$ cat src/rtl/elev_pkg.sv
// Shared types, default timing constants and pending-call scan helpers for the
// N-floor elevator controller.
package elev_pkg;

  typedef enum logic [1:0] {
    S_IDLE = 2'd0,
    S_MOVE = 2'd1,
    S_DOOR = 2'd2,
    S_HALT = 2'd3
  } elev_state_e;

  localparam int DEF_TRAVEL_TICKS = 100;
  localparam int DEF_DOOR_TICKS   = 150;

  // Helpers take the widest legal call vector (16 floors); callers zero-extend.
  function automatic logic any_above(input logic [15:0] pend, input logic [3:0] flr);
    logic r;
    r = 1'b0;
    for (int i = 0; i < 16; i++) begin
      if (pend[i] && (i > int'(flr))) r = 1'b1;
    end
    return r;
  endfunction

  function automatic logic any_below(input logic [15:0] pend, input logic [3:0] flr);
    logic r;
    r = 1'b0;
    for (int i = 0; i < 16; i++) begin
      if (pend[i] && (i < int'(flr))) r = 1'b1;
    end
    return r;
  endfunction

endpackage

$ cat src/rtl/elev_timer.sv
// Tick counter shared by travel, door dwell and parking; clear has priority
// over increment, and holding both low freezes the count.
module elev_timer #(
  parameter int W = 8
) (
  input  logic         clk,
  input  logic         rst_n,
  input  logic         clr_i,
  input  logic         inc_i,
  input  logic [W-1:0] last_i,
  output logic         tc_o
);

  logic [W-1:0] cnt_q, cnt_d;

  always_comb begin
    cnt_d = cnt_q;
    if (clr_i)      cnt_d = '0;
    else if (inc_i) cnt_d = cnt_q + W'(1);
  end

  always_ff @(posedge clk or negedge rst_n) begin
    if (!rst_n) cnt_q <= '0;
    else        cnt_q <= cnt_d;
  end

  // Terminal count only; the caller qualifies it with its tick.
  assign tc_o = (cnt_q == last_i);

endmodule

$ cat src/rtl/elevator_ctrl_n.sv
// N-floor SCAN elevator controller. Define ELEV_PARK_EN to make an idle car
// return to floor 0 after a period with no calls.
module elevator_ctrl_n
  import elev_pkg::*;
#(
  parameter int N_FLOORS     = 4,
  parameter int TRAVEL_TICKS = DEF_TRAVEL_TICKS,
  parameter int DOOR_TICKS   = DEF_DOOR_TICKS,
  parameter int TCNT_W       = 8,
  localparam int FLOOR_W     = $clog2(N_FLOORS)
) (
  input  logic                clk,
  input  logic                reset,
  input  logic                tick,
  input  logic                start_stop,
  input  logic [N_FLOORS-1:0] req,
  output logic [FLOOR_W-1:0]  floor,
  output logic [1:0]          state,
  output logic                dir_up,
  output logic                door_open,
  output logic [N_FLOORS-1:0] pending
);

`ifdef ELEV_PARK_EN
  localparam int PARK_TICKS = 500;
  localparam int TW = (TCNT_W > 9) ? TCNT_W : 9;
  logic park_q, park_d;
`else
  localparam int TW = TCNT_W;
`endif

  elev_state_e         state_q, state_d;
  logic [FLOOR_W-1:0]  floor_q, floor_d, nf;
  logic                dir_q, dir_d, door_q;
  logic [N_FLOORS-1:0] pending_q, pending_d, pend_nxt;
  logic                t_clr, t_inc, t_tc;
  logic [TW-1:0]       t_last;
  logic                above, below, ahead_n, park_hold;

  always_comb begin
    case (state_q)
      S_MOVE, S_HALT: t_last = TW'(TRAVEL_TICKS - 1);
      S_DOOR:         t_last = TW'(DOOR_TICKS - 1);
`ifdef ELEV_PARK_EN
      default:        t_last = TW'(PARK_TICKS - 1);
`else
      default:        t_last = '0;
`endif
    endcase
  end

  elev_timer #(.W(TW)) u_timer (
    .clk    (clk),
    .rst_n  (reset),
    .clr_i  (t_clr),
    .inc_i  (t_inc),
    .last_i (t_last),
    .tc_o   (t_tc)
  );

  always_comb begin
    state_d   = state_q;
    floor_d   = floor_q;
    dir_d     = dir_q;
    t_clr     = 1'b0;
    t_inc     = 1'b0;
    park_hold = 1'b0;
`ifdef ELEV_PARK_EN
    park_d    = park_q;
`endif
    // A call for the floor the car is standing at is served, never latched.
    pend_nxt = pending_q | req;
    if (state_q == S_IDLE || state_q == S_DOOR) pend_nxt[floor_q] = 1'b0;
    pending_d = pend_nxt;
    nf      = dir_q ? floor_q + FLOOR_W'(1) : floor_q - FLOOR_W'(1);
    above   = any_above(16'(pend_nxt), 4'(floor_q));
    below   = any_below(16'(pend_nxt), 4'(floor_q));
    ahead_n = dir_q ? any_above(16'(pend_nxt), 4'(nf)) : any_below(16'(pend_nxt), 4'(nf));

    case (state_q)
      S_IDLE: begin
        t_clr = 1'b1;
        if (req[floor_q]) begin
          state_d = S_DOOR;
        end else if (start_stop && (pend_nxt != '0)) begin
          state_d = S_MOVE;
          if (dir_q ? !above : !below) dir_d = !dir_q;
        end
`ifdef ELEV_PARK_EN
        else if (start_stop && (floor_q != '0)) begin
          t_clr = 1'b0;
          t_inc = tick;
          if (tick && t_tc) begin
            state_d = S_MOVE;
            dir_d   = 1'b0;
            park_d  = 1'b1;
            t_clr   = 1'b1;
          end
        end
`endif
      end
      S_MOVE: begin
        if (!start_stop) begin
          state_d = S_HALT;
        end else if (tick) begin
          t_inc = 1'b1;
          if (t_tc) begin
            t_clr   = 1'b1;
            floor_d = nf;
`ifdef ELEV_PARK_EN
            park_hold = park_q && (pend_nxt == '0) && (nf != '0);
            if (!park_hold) park_d = 1'b0;
`endif
            if (!park_hold) begin
              if (pend_nxt[nf]) begin
                state_d       = S_DOOR;
                pending_d[nf] = 1'b0;
              end else if (!ahead_n) begin
                state_d = S_IDLE;
              end
            end
          end
        end
      end
      S_DOOR: begin
        if (req[floor_q]) begin
          t_clr = 1'b1;
        end else if (tick) begin
          t_inc = 1'b1;
          if (t_tc) begin
            state_d = S_IDLE;
            t_clr   = 1'b1;
          end
        end
      end
      default: begin
        if (start_stop) state_d = S_MOVE;
      end
    endcase
  end

  always_ff @(posedge clk or negedge reset) begin
    if (!reset) begin
      state_q   <= S_IDLE;
      floor_q   <= '0;
      dir_q     <= 1'b1;
      door_q    <= 1'b0;
      pending_q <= '0;
`ifdef ELEV_PARK_EN
      park_q    <= 1'b0;
`endif
    end else begin
      state_q   <= state_d;
      floor_q   <= floor_d;
      dir_q     <= dir_d;
      door_q    <= (state_d == S_DOOR);
      pending_q <= pending_d;
`ifdef ELEV_PARK_EN
      park_q    <= park_d;
`endif
    end
  end

  a_floor_range: assert property (@(posedge clk) disable iff (!reset)
    (state_q == S_MOVE && start_stop && tick && t_tc) |->
      (dir_q ? (floor_q != FLOOR_W'(N_FLOORS - 1)) : (floor_q != '0)));

  assign floor     = floor_q;
  assign state     = state_q;
  assign dir_up    = dir_q;
  assign door_open = door_q;
  assign pending   = pending_q;

endmodule

$ cat config.mk
export PLATFORM = sky130hd
export DESIGN_NAME = elevator_ctrl_n
export DESIGN_NICKNAME = d
export VERILOG_FILES = /design/src/rtl/elev_pkg.sv /design/src/rtl/elev_timer.sv /design/src/rtl/elevator_ctrl_n.sv
export SDC_FILE = /design/constraint.sdc
export NUM_CORES = 1
export LEC_CHECK = 0
export CELL_PAD_IN_SITES_DETAIL_PLACEMENT = 0
export CELL_PAD_IN_SITES_GLOBAL_PLACEMENT = 1
export CORE_ASPECT_RATIO = 2
export CORE_MARGIN = 5
export CORE_UTILIZATION = 30
export CTS_BUF_LIST = sky130_fd_sc_hd__clkbuf_8
export DETAILED_ROUTE_END_ITERATION = 7
export PLACE_DENSITY_LB_ADDON = 0.1
export SYNTH_ARGS = -nofsm -noshare
export SYNTH_HDL_FRONTEND = slang
export SYNTH_HIERARCHICAL = 1
export SYNTH_SLANG_ARGS = --single-unit
$ cat constraint.sdc
create_clock -name clk -period 3.33 [get_ports clk]
set_input_delay 0.333 -clock clk [delete_from_list [all_inputs] [get_ports clk]]
set_output_delay 0.333 -clock clk [all_outputs]
set_load 0.005 [all_outputs]
======== Word-level counts from Yosys, hierarchy flattened ========
Cells that the tools add are included.
storage, ports and cells
  register bits ........................... 18
  input port bits ......................... 8
  output and inout port bits .............. 10
  logic and storage cells ................. 114
cells by class
  bitwise logic cells ..................... 6
  mux-type cells .......................... 53
  reductions and logical operators ........ 25
  $add $sub $neg .......................... 3
  eq/ne operators ......................... 5
  magnitude comparators ................... 16
operator list
  kind                 count
  $mux 1               25
  $mux 2               12
  $mux 4               6
  $mux 8               2
  $pmux 8 s2           1
  $logic_and 1x1->1    15
  $add 8x1->8 const B  1
  $and 4x4->4          2
  $eq 8x8->1           1
  $gt 2x2->1 const A   4
  $lt 1x2->1 const A   4
  $not 4->4            2
  $reduce_and 4->1     2
  $eq 2x2->1 const B   3
  $lt 2x3->1 const B   2
  $pmux 2 s3           1
  $bmux 1 s2           2
  $demux 1 s2          2
  $ge 2x1->1 const B   2
  $gt 1x2->1 const A   2
  $lt 2x2->1 const A   2
  $or 4x4->4           1
  $reduce_bool 4->1    1
  $logic_not 1->1      3
  other kinds (10)     10

======== Longest topological paths before layout ========
  depth in word-level cells ............... 19
  depth in mapped cells ................... 14
  gate-level depth less buffers ........... 13

======== Cells and area by module ========
The synthesis kept the hierarchy.
by module, submodules not included
  module           sequential area each (um^2)  area an instance (um^2)  instances  cells an instance
  elevator_ctrl_n  251.5                        865.8                    1          98
  elev_timer       200.2                        476.7                    1          49

======== Least setup slack after synthesis ========
Ideal clock, no wire load.
  path kind ............................... register to register
  from .................................... reg state_q[1], in the netlist state[1]
  to ...................................... reg u_timer.cnt_q[6]
  path buffers ............................ 1
  stages on the path, launching flop included .. 14
  clock period less this slack ............ 2784 ps
  required time ........................... 3253 ps
  arrival ................................. 2707 ps
  slack ................................... 546 ps
  setup time .............................. 77 ps
  cells stage by stage .................... dfrtp_1 -> inv_1 -> ha_1 -> nor2_1 -> xnor2_1 -> nand4_1 -> nor2_1 -> and2_1 -> nand3_1 -> a31oi_1 -> buf_4 -> o2111ai_2 -> or3_1 -> a21oi_1
on the way
  cells in the longest elaborated chain, start to end .. 9
  elaborated cells on any way between the ends .. 15
  classes of those cells .................. eq/ne: 4; mux: 8; reduce/logical: 3
RTL lines
  item                                         line                                            RTL
  start, declared                              elevator_ctrl_n.sv:32                           elev_state_e state_q, state_d;
  start signal, assigned                       elevator_ctrl_n.sv:153                          state_q <= state_d;
  $eq 2x1->1 or $eq 2x2->1 (tied branches)     elevator_ctrl_n.sv:41                           case (state_q)
  $reduce_or 2->1                              elevator_ctrl_n.sv:41
  $pmux 8 s2 *                                 elevator_ctrl_n.sv:41
  net t_last[1]                                elevator_ctrl_n.sv:37                           logic [TW-1:0] t_last;
  $eq 8x8->1 *                                 elev_timer.sv:28                                assign tc_o = (cnt_q == last_i);
  net t_tc                                     elevator_ctrl_n.sv:36                           logic t_clr, t_inc, t_tc;
  $mux 1 *                                     elevator_ctrl_n.sv:107, elevator_ctrl_n.sv:130
  $mux 1 *                                     elevator_ctrl_n.sv:105                          end else if (tick) begin
  $mux 1, on equally long branches             elevator_ctrl_n.sv:126, elevator_ctrl_n.sv:103
  $pmux 1 s3 *                                 elevator_ctrl_n.sv:80                           case (state_q)
  net t_clr                                    elevator_ctrl_n.sv:36
  $mux 8 or $reduce_bool 2->1 (tied branches)  -
  end signal, assigned                         elev_timer.sv:24                                else cnt_q <= cnt_d;
  end, declared                                elev_timer.sv:14                                logic [W-1:0] cnt_q, cnt_d;
Mark *: on every way through the listed nets, which the timed path passes. The rest lies on a longest branch.
A chain may end at the register's enable or synchronous reset.

======== Worst setup path in the final report ========
  from .................................... reg state_q[1], in the netlist state[1]
  to ...................................... reg u_timer.cnt_q[7]
The elaborated chain is that of the path after synthesis.

==> run_results.csv <==
group,metric,value,unit
finish,final-seq-area,452,sq um
clock_tree,clkLatencyLatePin,250,ps
clock_tree,max-clock-path-buffers,2,
synthesis,postSynthNetCount,165,
critical_path,setup.worst_path.class,"reg -> reg",
clock_tree,clock_sinks,18,
critical_path,crit_required,3500,ps
global_route,grt.overflow.total,0,
clock_tree,clock_slew_at_the_register_clock_pins_of_the_worst_setup_and_hold_paths,70,ps
power,irDropWorstVdd,0.289,mV
synthesis,ys_ff_latch,18,
critical_path,worst_ep_arrival_time,3160,ps
timing,final_period_minus_worst_setup_slack,2980,ps
critical_path,worstPathMaxFanout,9,
power,netSwitchingPower,0.585,mW
route,routedWlPerCell,17.5,um
synthesis,synth_area,1340,sq um
synthesis,netlist_instances,147,
timing,setup_tns,0,ps
power,power-per-cell-area,828,nW/um^2
synthesis,ys.warnings.count,6,
global_route,groute.usage.overall,0.136,
route,number_of_remaining_drc_errors,0,
finish,fill_cell_total_of_the_finished_layout,468,
placed_design,io_buffers,17,
timing,worst-slew-pin-transition,814,ps
power,seq_power_share,0.276,
synthesis,synth_ff_type,"dfrtp_1",
timing,finalSetupViolations,0,
critical_path,slowest_delay,490,ps
power,total_leakage_power,0.641,nW
synthesis,synth_async_sr_flop_share,1.00,
finish,post_layout_nonfiller_instances,220,
critical_path,r2r-start,"state[1]",
global_route,first_global_vias,1301,
floorplanning,fp.dieArea,5990,sq um
timing,timing.fmax,0.335,GHz
route,route.detailed.vias_per_inst,5.37,
timing,final.period_utilization,0.895,
critical_path,end_kind,"flip-flop",
hold_path,holdCritPathClass,"in -> async",
floorplanning,ioPinCount,18,
timing,timing.clock.skew,1.22,ps
route,drtPass1Iterations,4,
synthesis,synth.top_cell.area_share,0.317,
clock_tree,cts_hold_buf,0,
synthesis,post_synth.cell_area_avg,9.13,sq um
critical_path,crit_path_buffers_inverters,1,
critical_path,timing.rr.end,"u_timer/cnt_q[7]",
critical_path,setup.reg_to_reg.worst_slack,350,ps
global_route,grt_pass1_wl,6.29,mm
global_route,grt_max_degree,19,
route,drt_first_iter_violations,22,
synthesis,synth-edff-count,0,
floorplanning,die_h,105,um
job,cap_violations,0,
synthesis,synth_sequential_area_ratio,0.336,
critical_path,start_kind,"flip-flop",
placed_design,place_inst,216,
synthesis,synth_largest_area_cell,"dfrtp_1",
finish,antenna_cells,0,
critical_path,critPathTopFamily,"simple AND/OR/NAND/NOR gates",
finish,fraction_of_final_layout_cells_sized_beyond_drive_strength_1,0.0663,
synthesis,synthTopCellsByArea,"dfrtp_1 32%, ha_1 9.3%, xnor2_1 6.5%, nor2_1 3.9%, o21ai_0 3.0%",
power,share_comb_of_total_power,0.589,
placed_design,detailed_place_hpwl,3.15,mm
floorplanning,core-area,4340,sq um
floorplanning,die_w,57.3,um
global_route,number_of_antenna_violations_at_the_first_check_in_global_routing,0,
critical_path,crit_path_top_delay_cell,"dfrtp_1",
clock_tree,number_of_h_tree_levels,1,
timing,unrepaired_setup_endpoints_after_global_routing,"no",
synthesis,yosysUniqueCellTypes,44,
route,routed-via-count,1181,
critical_path,critical_path.cell_chain,"inv_1 -> ha_1 -> nor2_2 -> xnor2_1 -> nand4_1 -> nor2_1 -> and2_1 -> nand3_1 -> a31oi_1 -> o2111ai_2 -> or3_1 -> a21oi_1",
placed_design,place.gp.congestion,0.853,
route,antenna_violating_nets_post_route,0,
clock_tree,cts-buffers-inserted,3,
timing,slew_headroom,0.456,
floorplanning,placementRows,34,
clock_tree,cts_root_buffer,"clkbuf_8",
power,cellInternalPower,0.758,mW
finish,syn2layout_area_growth,20.8,%
clock_tree,tritoncts,"built",
critical_path,worstRegToRegCells,12,
finish,multiInputGateArea,828,sq um
power,clockPowerShare,0.135,
timing,final-hold-violation-count,0,
run_status,run_status,"finished, final reports clean",
timing,slew_violations,0,
power,p_sw_frac,0.436,
route,wl,3.84,mm
floorplanning,starting_density_of_the_core,0.309,
finish,final_nets,185,
[cells in the final DEF (no fill, tap or decap), types with 3 or more instances in the layout]
cell             count
clkdlybuf4s50_1     17
xnor2_1             10
inv_1                9
a31oi_1              6
nand4_1              5
clkbuf_8             4
or3_1                3
dfrtp_1             17
o21ai_0              8
a21oi_1              7
ha_1                10
nand2_1              8
nor2_1              13
xor2_1               4
o21ai_1              7
[registers in the layout, summed over array words and instances, names as in the netlist]
signal / count
state: 2
pending: 4
u_timer/cnt_q: 8
dir_up: 1
floor: 2
door_open: 1
[final cells by class]
type,count,area share
flip-flops and latches,18,0.279
inverters,9,0.0208
repair buffers,19,0.114
multi-input cells,116,0.511
well taps,54,0.0417
clock buffers,4,0.0340
[Yosys cell counts (all sizes together), types with 2 or more instances]
cell / instances
or3: 3
nand2b: 2
o211ai: 2
o22ai: 2
a31oi: 6
xor2: 4
and2: 2
buf: 3
ha: 10
o21ai: 15
xnor2: 10
or2: 2
nand2: 8
inv: 9
nand4: 5
a211o: 2
a21oi: 7
dfrtp: 17
o32a: 2
a41oi: 2
nor2: 14
mux4: 2
[stage by stage]
step | util | instance area [sq um] | power, mW | hold slack (ps) | worst slack (ps)
floorplan | - | 1340 | 0.895 | 37.4 | 546
global placement | 0.360 | 1560 | 1.17 | 570 | 400
detailed placement | 0.360 | 1560 | 1.17 | 579 | 309
CTS | 0.373 | 1620 | 1.36 | 589 | 282
global route | 0.374 | 1620 | 1.46 | 611 | 79.4
finish | 0.374 | 1620 | 1.34 | 547 | 348
[how the worst max path moves through the flow]
stage	startpoint	end	slack, ps	depth (start not counted)
3_5_place_dp	state[1]	u_timer/cnt_q[7]	310	12
3_3_place_gp	state[1]	u_timer/cnt_q[6]	400	12
4_1_cts	state[1]	u_timer/cnt_q[6]	280	12
5_1_grt	state[1]	u_timer/cnt_q[7]	80	12
2_1_floorplan	state[1]	u_timer/cnt_q[6]	550	13
6_report	state[1]	u_timer/cnt_q[7]	350	12
[worst register-to-register path: stages (launching register included)]
cell and delay, ps:
dfrtp_1 490, inv_1 100, ha_1 310, nor2_2 230
xnor2_1 140, nand4_1 100, nor2_1 140, and2_1 170
nand3_1 190, a31oi_1 300, o2111ai_2 190, or3_1 370
a21oi_1 170
[kinds of logic (layout without fill, tap and decap cells)]
kind of cell	count (synthesis)	in the layout	share of synthesized area
AOI/OAI and AO/OA	44	44	0.217
xor gates and xnor gates	14	14	0.0913
adders and majority gates	10	10	0.0932
buffers and inverters	13	32	0.0485
DFF	18	18	0.336
muxes	3	3	0.0438
other	1	1	0.00279
and+or+nand+nor	44	44	0.167
[per-layer routing]
layer | wire length [um] | up-vias | global-route usage
li1 | - | 570 | -
met2 | 2310 | 26 | 0.276
met4 | 187 | 0 | 0.0763
met5 | 0 | - | 0
met3 | 117 | 14 | 0.0210
met1 | 1220 | 571 | 0.115
[power by group through the flow]
| stage | Clock, mW | Sequential, mW | Combinational (mW) |
|---|---|---|---|
| detailed placement | 0 | 0.378 | 0.791 |
| global route | 0.199 | 0.383 | 0.882 |
| CTS | 0.190 | 0.373 | 0.796 |
| floorplan | 0 | 0.347 | 0.548 |
| finish | 0.182 | 0.371 | 0.791 |
| global placement | 0 | 0.379 | 0.792 |
[timing repair]
action,in CTS,in global routing
setup buffers,0,0
gates resized for setup,0,1
endpoints found under the setup margin,0,1
Note: power is estimated with default switching activity, not from simulation.
==> RTL change: new RTL, config.mk and constraints unchanged <==
Set the parameter `N_FLOORS` to 8 (it was 4).
--- a/src/rtl/elevator_ctrl_n.sv
+++ b/src/rtl/elevator_ctrl_n.sv
@@ -5,3 +5,3 @@
 #(
-  parameter int N_FLOORS     = 4,
+  parameter int N_FLOORS     = 8,
   parameter int TRAVEL_TICKS = DEF_TRAVEL_TICKS,
Interface: changed (resized floor, pending and req); port bits go from 18 to 27. The function was not compared with the original's and may differ.
==> RTL change against the unedited design <==
Routed wire length is 120% higher; final area rose by 71%; worst setup slack got worse by 0.056 ns; power increased by 63%; area after synthesis grew 71%; first-iteration DRC count rose to 7.5 times the old value; sequential cell count up 5; critical endpoint unchanged.
==> RTL change: results (changes against the unedited design) <==
[cts]
path_clk_slew_ns = 0.09  ; +0.02 ns
clk_latency_ns = 0.28  ; +0.03 ns

[synth]
synth_nets = 299  ; +81%
synthMuxAreaShare_pct = 5.76  ; +1.4 points
synthAdderAreaFrac_pct = 6.52  ; -2.8 points
synth_cell_types = 67  ; +52%
ys_seq_area_share_pct = 25.1  ; -8.6 points
synth_compound_area_share_pct = 29.6  ; +7.9 points

[place]
io_buffers = 26  ; +9
globalplace.congestion = 0.880  ; +3.1%

[global_route]
grt_pass1_wl_um = 13400  ; +110%
groute.usage.overall_pct = 18.2  ; +4.7 points
grt_max_degree = 24  ; +5
grt_pass1_vias = 2511  ; +93%

[power]
leakage_nw = 1.00  ; +57%
ir_worst_vdd_mv = 0.270  ; -6.5%

[critical_path]
worstPathArrival_ns = 3.25  ; +0.09 ns
slowest_delay_ns = 0.47  ; -0.02 ns
cp_slowest_cell = dfrtp_2

[sta]
clock_skew_ns = 0.000781  ; -0.000443 ns
slew_headroom_pct = 27.2  ; -18 points

[hold_path]
hp-class = reg2reg

[finish]
nets = 335  ; +81%

[run_status]
status = completed

[detailed_routing]
wl_per_cell_um = 20.8  ; +19%

RTL change: metal layers:
metal | vias to the layer above | share of wire, % | track usage [%] | wire, µm
li1 | 1109 | - | - | -
met1 | 1173 | 34 | 17.9 | 2870
met2 | 75 | 55 | 34.1 | 4630
met3 | 33 | 3.3 | 1.20 | 280
met4 | 0 | 7.3 | 13.8 | 616
met5 | - | 0 | 0 | 0
RTL change: critical path: cells and delay by family (launching register included):
kind                     cells  cell delay (ns)
AO/OA/AOI/OAI                3             0.66
XOR/XNOR                     1             0.17
adder cells (fa/ha/maj)      1             0.19
buffers and inverters        1             0.16
flip-flops                   1             0.47
AND/OR/NAND/NOR              7             1.30
RTL change: cell type report:
type / instances / area [µm²]
well taps: 94 / 118
fillers: 824 / 4770
clock inverters: 1 / 5.00
flip-flops and latches: 23 / 578
repair buffers: 44 / 395
multi-input cells: 228 / 1600
inverters: 11 / 41.3
clock buffers: 3 / 41.3
RTL change: worst paths after layout:
path,depth (start not counted),slack [ns],startpoint,end
worst max-delay path,13,0.29,state[1],u_timer/cnt_q[7]
worst min-delay path,1,0.59,floor[0],floor[0]
worst max register to register,13,0.29,state[1],u_timer/cnt_q[7]
worst min register to register,1,0.59,floor[0],floor[0]
max in group asynchronous,1,1.97,reset,state[1]
min in group asynchronous,1,0.63,reset,floor[2]
RTL change: cell families after synthesis:
kind of cell	count (synthesis)
buf+inv	24
flops	23
xor+xnor	15
fa+ha+maj	12
other cells	1
compound gates	96
simple gates	95
mux	9
RTL change: per-stage QoR:
| step | cells | worst slack (ns) | power (mW) |
|---|---|---|---|
| finish | 404 | 0.292 | 2.19 |
| CTS | 404 | 0.201 | 2.18 |
| detailed placement | 400 | 0.225 | 1.98 |
| floorplan | 275 | 0.429 | 1.44 |
| global route | 404 | 0.0466 | 2.34 |
| global placement | 400 | 0.263 | 2.01 |
RTL change: report_power, final:
part / internal (mW) / total [mW] / switching [mW]
Sequential: 0.345 / 0.460 / 0.115
Clock: 0.0843 / 0.191 / 0.107
Combinational: 0.626 / 1.54 / 0.913
